<file path="src/rtl/pc_round_sequencer.sv">
// pC round-constant stepper for the ASCON permutation: XORs UNROLL round constants
// per cycle into one lane of a 320-bit state, with valid/ready framing of the job.
module pc_round_sequencer #(
  parameter int UNROLL     = 1,
  parameter int CONST_LANE = 2
) (
  input  logic         clock_i,
  input  logic         resetb_i,
  input  logic         in_valid_i,
  output logic         in_ready_o,
  input  logic [319:0] state_i,
  input  logic [3:0]   nrounds_i,
  input  logic         abort_i,
  output logic         out_valid_o,
  input  logic         out_ready_i,
  output logic [319:0] state_o,
  output logic [3:0]   round_o,
  output logic         busy_o
);

  localparam int         LANE_LSB = CONST_LANE * 64;
  localparam logic [3:0] UNROLL_W = 4'(UNROLL);

  typedef enum logic [1:0] {IDLE, RUN, HOLD} fsm_t;

  fsm_t       fsm;
  logic [3:0] remaining;
  logic [3:0] step_k;
  logic [3:0] n_req;

  function automatic logic [7:0] round_constant(input logic [3:0] idx);
    case (idx)
      4'd0:    return 8'hf0;
      4'd1:    return 8'he1;
      4'd2:    return 8'hd2;
      4'd3:    return 8'hc3;
      4'd4:    return 8'hb4;
      4'd5:    return 8'ha5;
      4'd6:    return 8'h96;
      4'd7:    return 8'h87;
      4'd8:    return 8'h78;
      4'd9:    return 8'h69;
      4'd10:   return 8'h5a;
      4'd11:   return 8'h4b;
      default: return 8'h00;
    endcase
  endfunction

  // Slots at or beyond k are masked, so the index never runs past round 11.
  function automatic logic [7:0] const_xor(input logic [3:0] first, input logic [3:0] k);
    logic [7:0] acc;
    acc = '0;
    for (int u = 0; u < UNROLL; u++) begin
      if (4'(u) < k) acc ^= round_constant(first + 4'(u));
    end
    return acc;
  endfunction

  always_comb begin
    step_k = (remaining < UNROLL_W) ? remaining : UNROLL_W;
    n_req  = ((nrounds_i == 4'd0) || (nrounds_i > 4'd12)) ? 4'd12 : nrounds_i;
  end

  always_ff @(posedge clock_i or negedge resetb_i) begin
    if (!resetb_i) begin
      fsm         <= IDLE;
      state_o     <= '0;
      round_o     <= '0;
      remaining   <= '0;
      busy_o      <= 1'b0;
      out_valid_o <= 1'b0;
      in_ready_o  <= 1'b1;
    end else begin
      case (fsm)
        IDLE: begin
          if (in_valid_i && in_ready_o && !abort_i) begin
            state_o    <= state_i;
            round_o    <= 4'd12 - n_req;
            remaining  <= n_req;
            fsm        <= RUN;
            busy_o     <= 1'b1;
            in_ready_o <= 1'b0;
          end
        end
        RUN: begin
          if (abort_i) begin
            fsm        <= IDLE;
            round_o    <= '0;
            remaining  <= '0;
            busy_o     <= 1'b0;
            in_ready_o <= 1'b1;
          end else begin
            state_o[LANE_LSB +: 8] <= state_o[LANE_LSB +: 8] ^ const_xor(round_o, step_k);
            round_o   <= round_o + step_k;
            remaining <= remaining - step_k;
            if (remaining == step_k) begin
              fsm         <= HOLD;
              busy_o      <= 1'b0;
              out_valid_o <= 1'b1;
            end
          end
        end
        HOLD: begin
          if (abort_i || out_ready_i) begin
            fsm         <= IDLE;
            round_o     <= '0;
            out_valid_o <= 1'b0;
            in_ready_o  <= 1'b1;
          end
        end
        default: begin
          fsm         <= IDLE;
          round_o     <= '0;
          remaining   <= '0;
          busy_o      <= 1'b0;
          out_valid_o <= 1'b0;
          in_ready_o  <= 1'b1;
        end
      endcase
    end
  end

endmodule

</file>
<file path="config.mk">
export PLATFORM = sky130hd
export DESIGN_NAME = pc_round_sequencer
export DESIGN_NICKNAME = d
export VERILOG_FILES = /design/src/rtl/pc_round_sequencer.sv
export SDC_FILE = /design/constraint.sdc
export NUM_CORES = 1
export LEC_CHECK = 0
export ABC_AREA = 0
export ABC_CLOCK_PERIOD_IN_PS = 4200
export CORE_AREA = 2 2 258 260
export CTS_CLUSTER_SIZE = 30
export DETAILED_ROUTE_END_ITERATION = 10
export DIE_AREA = 0 0 260 262
export SYNTH_ARGS = -nofsm -noshare
export SYNTH_HDL_FRONTEND = slang
export SYNTH_SLANG_ARGS = --single-unit
</file>
<file path="constraint.sdc">
create_clock -name clock_i -period 4.2 [get_ports clock_i]
set_input_delay 0.84 -clock clock_i [delete_from_list [all_inputs] [get_ports clock_i]]
set_output_delay 0.84 -clock clock_i [all_outputs]
set_load 0.03 [all_outputs]
</file>
-- Word-level counts from Yosys, hierarchy flattened
Memory sizes are Yosys's and may differ from the RTL's.
Cells that the tools add are included.
- register bits after elaboration: 333
- memory bits (read-only): 128
- bits of input ports: 329
- output and inout bits: 327
- logic and storage cells: 75
- memories kept: 1
- memories (name ; words ; width ; read ports ; clocked after Yosys merged registers in ; wr ports ; line ; text):
    (no name shown) ; 16 ; 8 ; 1 ; 0 ; 0 ; 32 ; case (idx)
- add/subtract/negate cells: 3
- order comparisons: 3
- equality and inequality tests: 9
- muxes and demuxes: 32
- bitwise gates (word level): 3
- reductions and logical operators: 16
- operators with widths (kind ; count):
    $mux W136 ; 1
    $mux W8 ; 4
    $mux W4 ; 7
    $pmux W4 S3 ; 2
    $pmux W8 S2 ; 1
    $reduce_and A3 Y1 ; 4
    $ne A2 B2 Y1 const B ; 5
    $mux W1 ; 9
    $pmux W1 S3 ; 3
    $mux W2 ; 4
    $xor A8 B8 Y8 ; 1
    $pmux W2 S3 ; 1
    $reduce_and A2 Y1 ; 3
    $add A4 B4 Y4 ; 1
    $eq A4 B4 Y1 ; 1
    $gt A4 B4 Y1 const B ; 1
    $logic_not A4 Y1 ; 1
    $lt A1 B4 Y1 const A ; 1
    $lt A4 B1 Y1 const B ; 1
    $reduce_and A4 Y1 ; 1
    $sub A4 B4 Y4 ; 1
    $sub A4 B4 Y4 const A ; 1
    $ne A3 B3 Y1 const B ; 1
    $eq A2 B1 Y1 const B ; 1
    other kinds (7) ; 10

-- Logic depth before layout (Yosys ltp)
Gate-level depths: netlist of run 1.
- word-level depth: 9
- mapped depth: 9
- mapped depth without buffers: 8

-- Worst setup path before layout of run 1
Ideal clock, no wire load.
- path type: reg2reg
- from: register remaining[2]
- to: register round_o[2]
- library setup time: 0.130 ns
- data arrival time: 1.881 ns
- required time: 4.070 ns
- setup slack: 2.189 ns
- cell stages (with the launch flop): 8
- buffers on the path: 0
- period minus slack after synthesis: 2.011 ns
- path through: dfrtp_1 > nor4_2 > inv_1 > ha_1 > fa_1 > xor2_1 > a22oi_1 > o21ai_0
- word-level cells in the longest chain between the ends: 5
- ends and longest elaborated chain (what ; line ; text):
    from (decl) ; 27 ; logic [3:0] remaining;
    from (signal assigned) ; 79 ; remaining <= n_req;
    from (signal assigned) ; 95 ; remaining <= remaining - step_k;
    $lt A4 B1 Y1 ; 60 ; step_k = (remaining < UNROLL_W) ? remaining : UNROLL_W;
    $mux W4 (*) ; 60 ;
    $add A4 B4 Y4 (*) ; 94 ; round_o <= round_o + step_k;
    $mux W4 (*) ; 86 ; if (abort_i) begin
    $pmux W4 S3 (*) ; 74 ; case (fsm)
    to (signal assigned) ; 78 ; round_o <= 4'd12 - n_req;
    to (signal assigned) ; 94 ;
    to (decl) ; 17 ; output logic [3:0] round_o,
Every way passes the cells marked *; elsewhere a longest branch is shown, timed or not.
A chain may end at the register's enable or synchronous reset.

-- Worst setup path in the final report of run 1
- from: input port abort_i
- to: register state_o[120]
- word-level cells in the longest chain between the ends: 3
- ends and longest elaborated chain (what ; line ; text):
    from (decl) ; 13 ; input logic abort_i,
    $logic_not A1 Y1 ; 76 ; if (in_valid_i && in_ready_o && !abort_i) begin
    $logic_and A1 B1 Y1 ; 76 ;
    $reduce_and A2 Y1 (no line) ; n/a ;
    to (signal assigned) ; 77 ; state_o <= state_i;
    to (signal, indexed assignment) ; 93 ; state_o[LANE_LSB +: 8] <= state_o[LANE_LSB +: 8] ^ const_xor(round_o, step_k);
    to (decl) ; 16 ; output logic [319:0] state_o,
No other way between the ends.

==> results of run 1 <==
==> routing by layer <==
layer	track usage, %	vias to the layer above	share of wire (%)	wire length (um)
li1	-	5808	-	-
met2	22.7	428	50	23500
met5	0	-	0	0
met3	4.37	86	8.5	3990
met1	14.9	5781	38	18000
met4	5.17	0	3.2	1510
==> through the flow <==
step	worst slack [ns]	hold WS, ns	util (%)	power, uW	instance area (um^2)
floorplan	2.19	0.512	-	3280	13200
global placement	1.04	0.456	31.7	3680	20700
detailed placement	0.994	0.461	31.7	3680	20700
CTS	1.43	0.351	33.7	7160	22000
global route	1.39	0.383	33.7	7310	22000
finish	1.54	0.346	33.7	7010	22000
==> logic make-up (layout without fill, tap and decap cells) <==
logic type                 after synthesis  after routing
xor gates and xnor gates                 2              2
DFF                                    333            333
buffers and inverters                   86            765
muxes                                    1              1
AOI/OAI and AO/OA                       58             58
other                                    1              4
and+or+nand+nor                        980            980
adders and majority gates                7              7
==> registers in the layout, indices dropped and copies added, names as in the netlist <==
signal	count
remaining	4
round_o	4
fsm	2
state_o	320
busy_o	1
in_ready_o	1
out_valid_o	1
==> area by class of cell <==
| class | count | share of cell area (%) |
|---|---|---|
| flip-flops and latches | 333 | 37.9 |
| repair buffers | 689 | 31.6 |
| multi-input cells | 1051 | 19.6 |
| clock buffers | 59 | 5.38 |
| well taps | 864 | 4.92 |
| clock inverters | 8 | 0.410 |
| inverters | 9 | 0.154 |
| diodes | 1 | 0.0114 |
==> worst register-to-register path, cell delays in order (launching register included) <==
cell and delay [ns]:
dfrtp_1 0.61, nor2_1 0.54, nand2_4 0.59, buf_12 0.47, nand2_1 0.14, nand2_1 0.06
==> synth_stat cells (all sizes together) (3+ instances only) <==
library cell / instances
a21oi: 8
a31oi: 4
a32oi: 3
buf: 75
dfrtp: 332
ha: 6
inv: 9
nand2: 951
nor2: 10
nor3: 4
o211ai: 4
o21ai: 13
o311ai: 4
==> power by group through the flow <==
stage	clock network [uW]	logic [uW]	registers, uW
6_report	3390	412	3210
5_1_grt	3660	446	3210
4_1_cts	3530	420	3210
3_5_place_dp	0	417	3270
3_3_place_gp	0	414	3270
2_1_floorplan	0	16.4	3270
==> worst max path at each step <==
stage | from | end | slack (ns) | cells past startpoint
after floorplan | remaining[2] | round_o[2] | 2.19 | 7
after global routing | state_o[277] | state_o[277] | 1.39 | 1
after CTS | state_o[277] | state_o[277] | 1.43 | 1
after global placement | abort_i | state_o[167] | 1.04 | 6
final | abort_i | state_o[120] | 1.54 | 6
after detailed placement | abort_i | state_o[81] | 0.99 | 6
==> flow_metrics.env, run 1 <==
export IMPL_cts_made_buffers=40
export IMPL_clk_latency_ns=0.54
export IMPL_leakagePower_uw=0.0108
export IMPL_cp_arrival_ns=3.08
export IMPL_regArea_um2=8330
export IMPL_postRouteAntennaNets=0
export IMPL_final_nets=2460
export IMPL_cts_max_level=2
export IMPL_layout_min_cycle_time_ns=2.66
export IMPL_io_buffers=655
export IMPL_synth_cells=1468
export IMPL_die_h_um=262
export IMPL_clk_path_buf_depth=3
export IMPL_dieArea_um2=68100
export IMPL_cts_sinks=333
export IMPL_netlist_area_leader_share_pct=62.8
export IMPL_vias=12100
export IMPL_cts_tree="done"
export IMPL_grt_pass1_wl_um=70900
export IMPL_final_cell_count_no_fill=3014
export IMPL_yosys_warnings=0
export IMPL_path_cells="clkdlybuf4s50_1, and3b_1, nand2_4, buf_12, nand2_1, nand2_1"
export IMPL_end_kind="flip-flop"
export IMPL_routed_via_density=4.02
export IMPL_vdd_drop_max_mv=0.256
export IMPL_grt_pass1_vias=12700
export IMPL_synth_seq_cells=333
export IMPL_drc=0
export IMPL_post_cts_buffers=0
export IMPL_async_reset_ff_share_pct=100
export IMPL_synthMuxAreaShare_pct=0.0757
export IMPL_core_area_um2=65300
export IMPL_synth_edf_count=0
export IMPL_final_layout_size_suffix_gt1_share_pct=4.65
export IMPL_intPower_uw=5550
export IMPL_synth_top_family_by_area="simple AND/OR/NAND/NOR gates"
export IMPL_synthAdderAreaFrac_pct=0.719
export IMPL_syn_area_per_cell_um2=9.01
export IMPL_hold_viol_final=0
export IMPL_crit_path_frequent_cell="nand2_1"
export IMPL_rr_startpoint="fsm[0]"
export IMPL_reg2regPathDepth=5
export IMPL_critPathMaxFanout=56
export IMPL_yosysTopAreaCell="dfrtp_1"
export IMPL_seqPwrFrac_pct=45.8
export IMPL_status="finished, final reports clean"
export IMPL_ios=656
export IMPL_crit_path_top_delay_cell="clkdlybuf4s50_1"
export IMPL_ys_seq_area_share_pct=63.0
export IMPL_swShare_pct=20.8
export IMPL_dp_cells=2946
export IMPL_required_ns=4.62
export IMPL_syn_area_um2=13200
export IMPL_clkTransAtPathRegs_ns=0.06
export IMPL_die_w_um=260
export IMPL_cp_num_buf_inv=2
export IMPL_hpwl_um=35000
export IMPL_final_common_cell="nand2_1"
export IMPL_synth_ff_type="dfrtp_1"
export IMPL_r2r_end="state_o[120]"
export IMPL_grt_use_total_pct=13.1
export IMPL_rows=94
export IMPL_holdCritPathClass="in2async"
export IMPL_period_share_pct=63.2
export IMPL_area_growth_pct=66.3
export IMPL_synthXorXnorAreaFrac_pct=0.132
export IMPL_worstMarginPinSlew_ns=0.878
export IMPL_drtIter0Drc=704
export IMPL_gp_congestion=0.821
export IMPL_synth_compound_area_share_pct=3.18
export IMPL_maxSlewViolCount=0
export IMPL_most_common_layout_cells="950 x nand2_1, 654 x clkdlybuf4s50_1, 332 x dfrtp_1"
export IMPL_wire_per_inst_um=15.6
export IMPL_pwr_density_cell_nw_per_um2=319
export IMPL_crit_path_max_incr_delay_ns=0.58
export IMPL_postCtsHoldBufs=0
export IMPL_yosysUniqueCellTypes=51
export IMPL_wl_um=47100
export IMPL_multi_input_area_um2=4310
export IMPL_finClkSkew_ns=0.0152
export IMPL_grt_overflow=0
export IMPL_cap_violations=0
export IMPL_setup_violations=0
export IMPL_synthTopCellsByArea="dfrtp_1 63%, nand2_1 27%, buf_6 2.5%"
export IMPL_cp_start_kind="input port"
export IMPL_grt_max_degree=97
export IMPL_p_switching_uw=1460
export IMPL_grt_setup_unrepaired="false"
export IMPL_reg2reg_slack_ns=1.70
export IMPL_antenna_found_initial=1
export IMPL_start_util_pct=20.3
export IMPL_clkPwrFrac_pct=48.3
export IMPL_tns_ns=0
export IMPL_fill_cells=6693
export IMPL_clock_root_buffer="clkbuf_16"
export IMPL_fmax_mhz=377
export IMPL_cpLargestDelayFamily="simple AND/OR/NAND/NOR gates"
export IMPL_firstDrtPassIters=5
export IMPL_crit_type="in2reg"
export IMPL_slew_headroom_pct=41.4
export IMPL_synth_simple_area_share_pct=28.3
export IMPL_postCtsResizedCells=0
export IMPL_comb_power_share_pct=5.9
(Power assumes the default switching activity.)
==> run 2: changes to the inputs <==
--- a/config.mk
+++ b/config.mk
@@ -6,11 +6,11 @@
 export NUM_CORES = 1
 export LEC_CHECK = 0
 export ABC_AREA = 0
-export ABC_CLOCK_PERIOD_IN_PS = 4200
-export CORE_AREA = 2 2 258 260
+export ABC_CLOCK_PERIOD_IN_PS = 2600
+export CORE_AREA = 2 2 252 254
 export CTS_CLUSTER_SIZE = 30
 export DETAILED_ROUTE_END_ITERATION = 10
-export DIE_AREA = 0 0 260 262
+export DIE_AREA = 0 0 254 256
 export SYNTH_ARGS = -nofsm -noshare
 export SYNTH_HDL_FRONTEND = slang
 export SYNTH_SLANG_ARGS = --single-unit
==> constraint.sdc (replaced) <==
create_clock -name clock_i -period 2.6 [get_ports clock_i]
set_input_delay 0.52 -clock clock_i [delete_from_list [all_inputs] [get_ports clock_i]]
set_output_delay 0.52 -clock clock_i [all_outputs]
set_load 0.03 [all_outputs]
==> run 2 against run 1 <==
Sequential share of layout area is 0.39 points lower. Clock power grew 68%. Final cell count up 0.27%. Die area down 4.5%. Combinational power grew 63%. Core utilization grew 1.9 points. Setup slack lost 1.3 ns. Clock-buffer cell count down 3. First-iteration DRC count is 23% lower. Global-route usage is 0.67 points higher. Power is 65% higher. Largest cell class unchanged.
==> flow_metrics.env, run 2 (synthesis gave the netlist of run 1 again) <==
export IMPL_status="finished, final reports clean"
export IMPL_grt_use_total_pct=13.8
export IMPL_final_common_cell="nand2_1"
export IMPL_cts_tree="done"
export IMPL_cap_violations=0
export IMPL_reg2regPathDepth=7
export IMPL_crit_path_max_incr_delay_ns=0.78
export IMPL_io_buffers=655
export IMPL_n_antenna_cell=0
export IMPL_clkTransAtPathRegs_ns=0.06
export IMPL_finClkSkew_ns=0.0152
export IMPL_cp_start_kind="flip-flop"
export IMPL_reg2reg_slack_ns=0.57
export IMPL_critPathMaxFanout=7
export IMPL_leakagePower_uw=0.0110
export IMPL_cts_max_level=2
export IMPL_fill_cells=6268
export IMPL_endpoint="round_o[1]"
export IMPL_worstMarginPinSlew_ns=0.558
export IMPL_post_cts_buffers=0
export IMPL_grt_pass1_vias=12600
export IMPL_grt_overflow=0
export IMPL_required_ns=2.08
export IMPL_cp_num_buf_inv=1
export IMPL_seqPwrFrac_pct=44.8
export IMPL_intPower_uw=9100
export IMPL_clock_root_buffer="clkbuf_16"
export IMPL_cts_sinks=333
export IMPL_setup_violations=0
export IMPL_path_cells="clkdlybuf4s50_1"
export IMPL_final_nets=2483
export IMPL_crit_path_top_delay_cell="clkdlybuf4s50_1"
export IMPL_crit_type="reg2out"
export IMPL_drc=0
export IMPL_start_util_pct=21.2
export IMPL_multi_input_area_um2=4310
export IMPL_hold_viol_final=0
export IMPL_hpwl_um=34700
export IMPL_fmax_mhz=421
export IMPL_clk_latency_ns=0.54
export IMPL_swShare_pct=21.3
export IMPL_grt_pass1_wl_um=71200
export IMPL_largest_reg_flops=320
export IMPL_most_common_layout_cells="950 x nand2_1, 654 x clkdlybuf4s50_1, 332 x dfrtp_1"
export IMPL_postCtsResizedCells=0
export IMPL_postRouteAntennaNets=0
export IMPL_comb_power_share_pct=5.8
export IMPL_die_h_um=256
export IMPL_slew_headroom_pct=62.8
export IMPL_routed_via_density=4.01
export IMPL_cpLargestDelayFamily="buffers and inverters"
export IMPL_p_switching_uw=2470
export IMPL_area_growth_pct=68.0
export IMPL_crit_cells=1
export IMPL_grt_max_degree=62
export IMPL_vias=12100
export IMPL_antenna_found_initial=0
export IMPL_largest_register="state_o"
export IMPL_grt_setup_unrepaired="false"
export IMPL_pwr_density_cell_nw_per_um2=520
export IMPL_tns_ns=0
export IMPL_die_w_um=254
export IMPL_core_area_um2=62400
export IMPL_regArea_um2=8330
export IMPL_rr_startpoint="remaining[2]"
export IMPL_maxSlewViolCount=0
export IMPL_ios=656
export IMPL_final_area_um2=22200
export IMPL_holdCritPathClass="reg2reg"
export IMPL_period_share_pct=91.3
export IMPL_end_kind="output port"
export IMPL_wire_per_inst_um=15.2
export IMPL_clkPwrFrac_pct=49.4
export IMPL_dieArea_um2=65000
export IMPL_clk_path_buf_depth=3
export IMPL_cp_arrival_ns=1.85
export IMPL_power_total_uw=11600
export IMPL_rows=92
export IMPL_fin_util_pct=35.6
export IMPL_reg_top3="state_o: 320 flops, remaining: 4 flops, round_o: 4 flops"
export IMPL_firstDrtPassIters=5
export IMPL_wl_um=45900
export IMPL_gp_congestion=0.821
export IMPL_vdd_drop_max_mv=0.276
export IMPL_place_area_um2=20900
export IMPL_final_layout_size_suffix_gt1_share_pct=5.93
export IMPL_r2r_end="round_o[2]"
export IMPL_layout_min_cycle_time_ns=2.37
export IMPL_cp_startpoint="round_o[1]"
export IMPL_cts_made_buffers=40
export IMPL_drtIter0Drc=540
run 2: final cells by class:
cell class | instances | area share (%)
clock buffer | 56 | 5.28
clock inverter | 15 | 0.760
inverter | 9 | 0.152
multi-input combinational | 1051 | 19.4
sequential | 333 | 37.5
tap | 846 | 4.76
timing repair buffer | 712 | 32.1
run 2: what timing repair did:
item | 4_1_cts | 5_1_grt
hold buffers | 1 | 0
setup endpoints to repair | 0 | 0
hold endpoints to repair | 48 | 0
run 2: worst min path at each step:
stage / from / end / cells after the start
after CTS: state_i[237] / state_o[237] / 3
final: state_o[169] / state_o[169] / 2
after global routing: state_i[237] / state_o[237] / 3
after floorplan: resetb_i / busy_o / 0
after global placement: state_o[148] / state_o[148] / 2
after detailed placement: state_o[208] / state_o[208] / 2
run 2: power groups by stage:
stage | Clock [uW] | Sequential [uW] | Combinational [uW]
3_5_place_dp | 0 | 5280 | 680
3_3_place_gp | 0 | 5280 | 678
6_report | 5710 | 5180 | 672
5_1_grt | 6180 | 5180 | 725
2_1_floorplan | 0 | 5280 | 26.5
4_1_cts | 5930 | 5180 | 688
run 2: metrics by stage:
step	std cells	setup WS, ns	hold slack, ns
6_report	3022	0.225	0.469
5_1_grt	3022	0.0977	0.456
4_1_cts	3022	0.145	0.450
3_5_place_dp	2950	0.307	0.461
3_3_place_gp	2950	0.344	0.456
2_1_floorplan	1470	0.589	0.224
run 2: metal layers:
metal  up-vias  wire length (um)  track usage, %
met3        84              3850            4.65
met2       447             23200            24.5
met5         -                 0               0
li1       5866                 -               -
met1      5710             17500            15.3
met4         0              1400            4.62
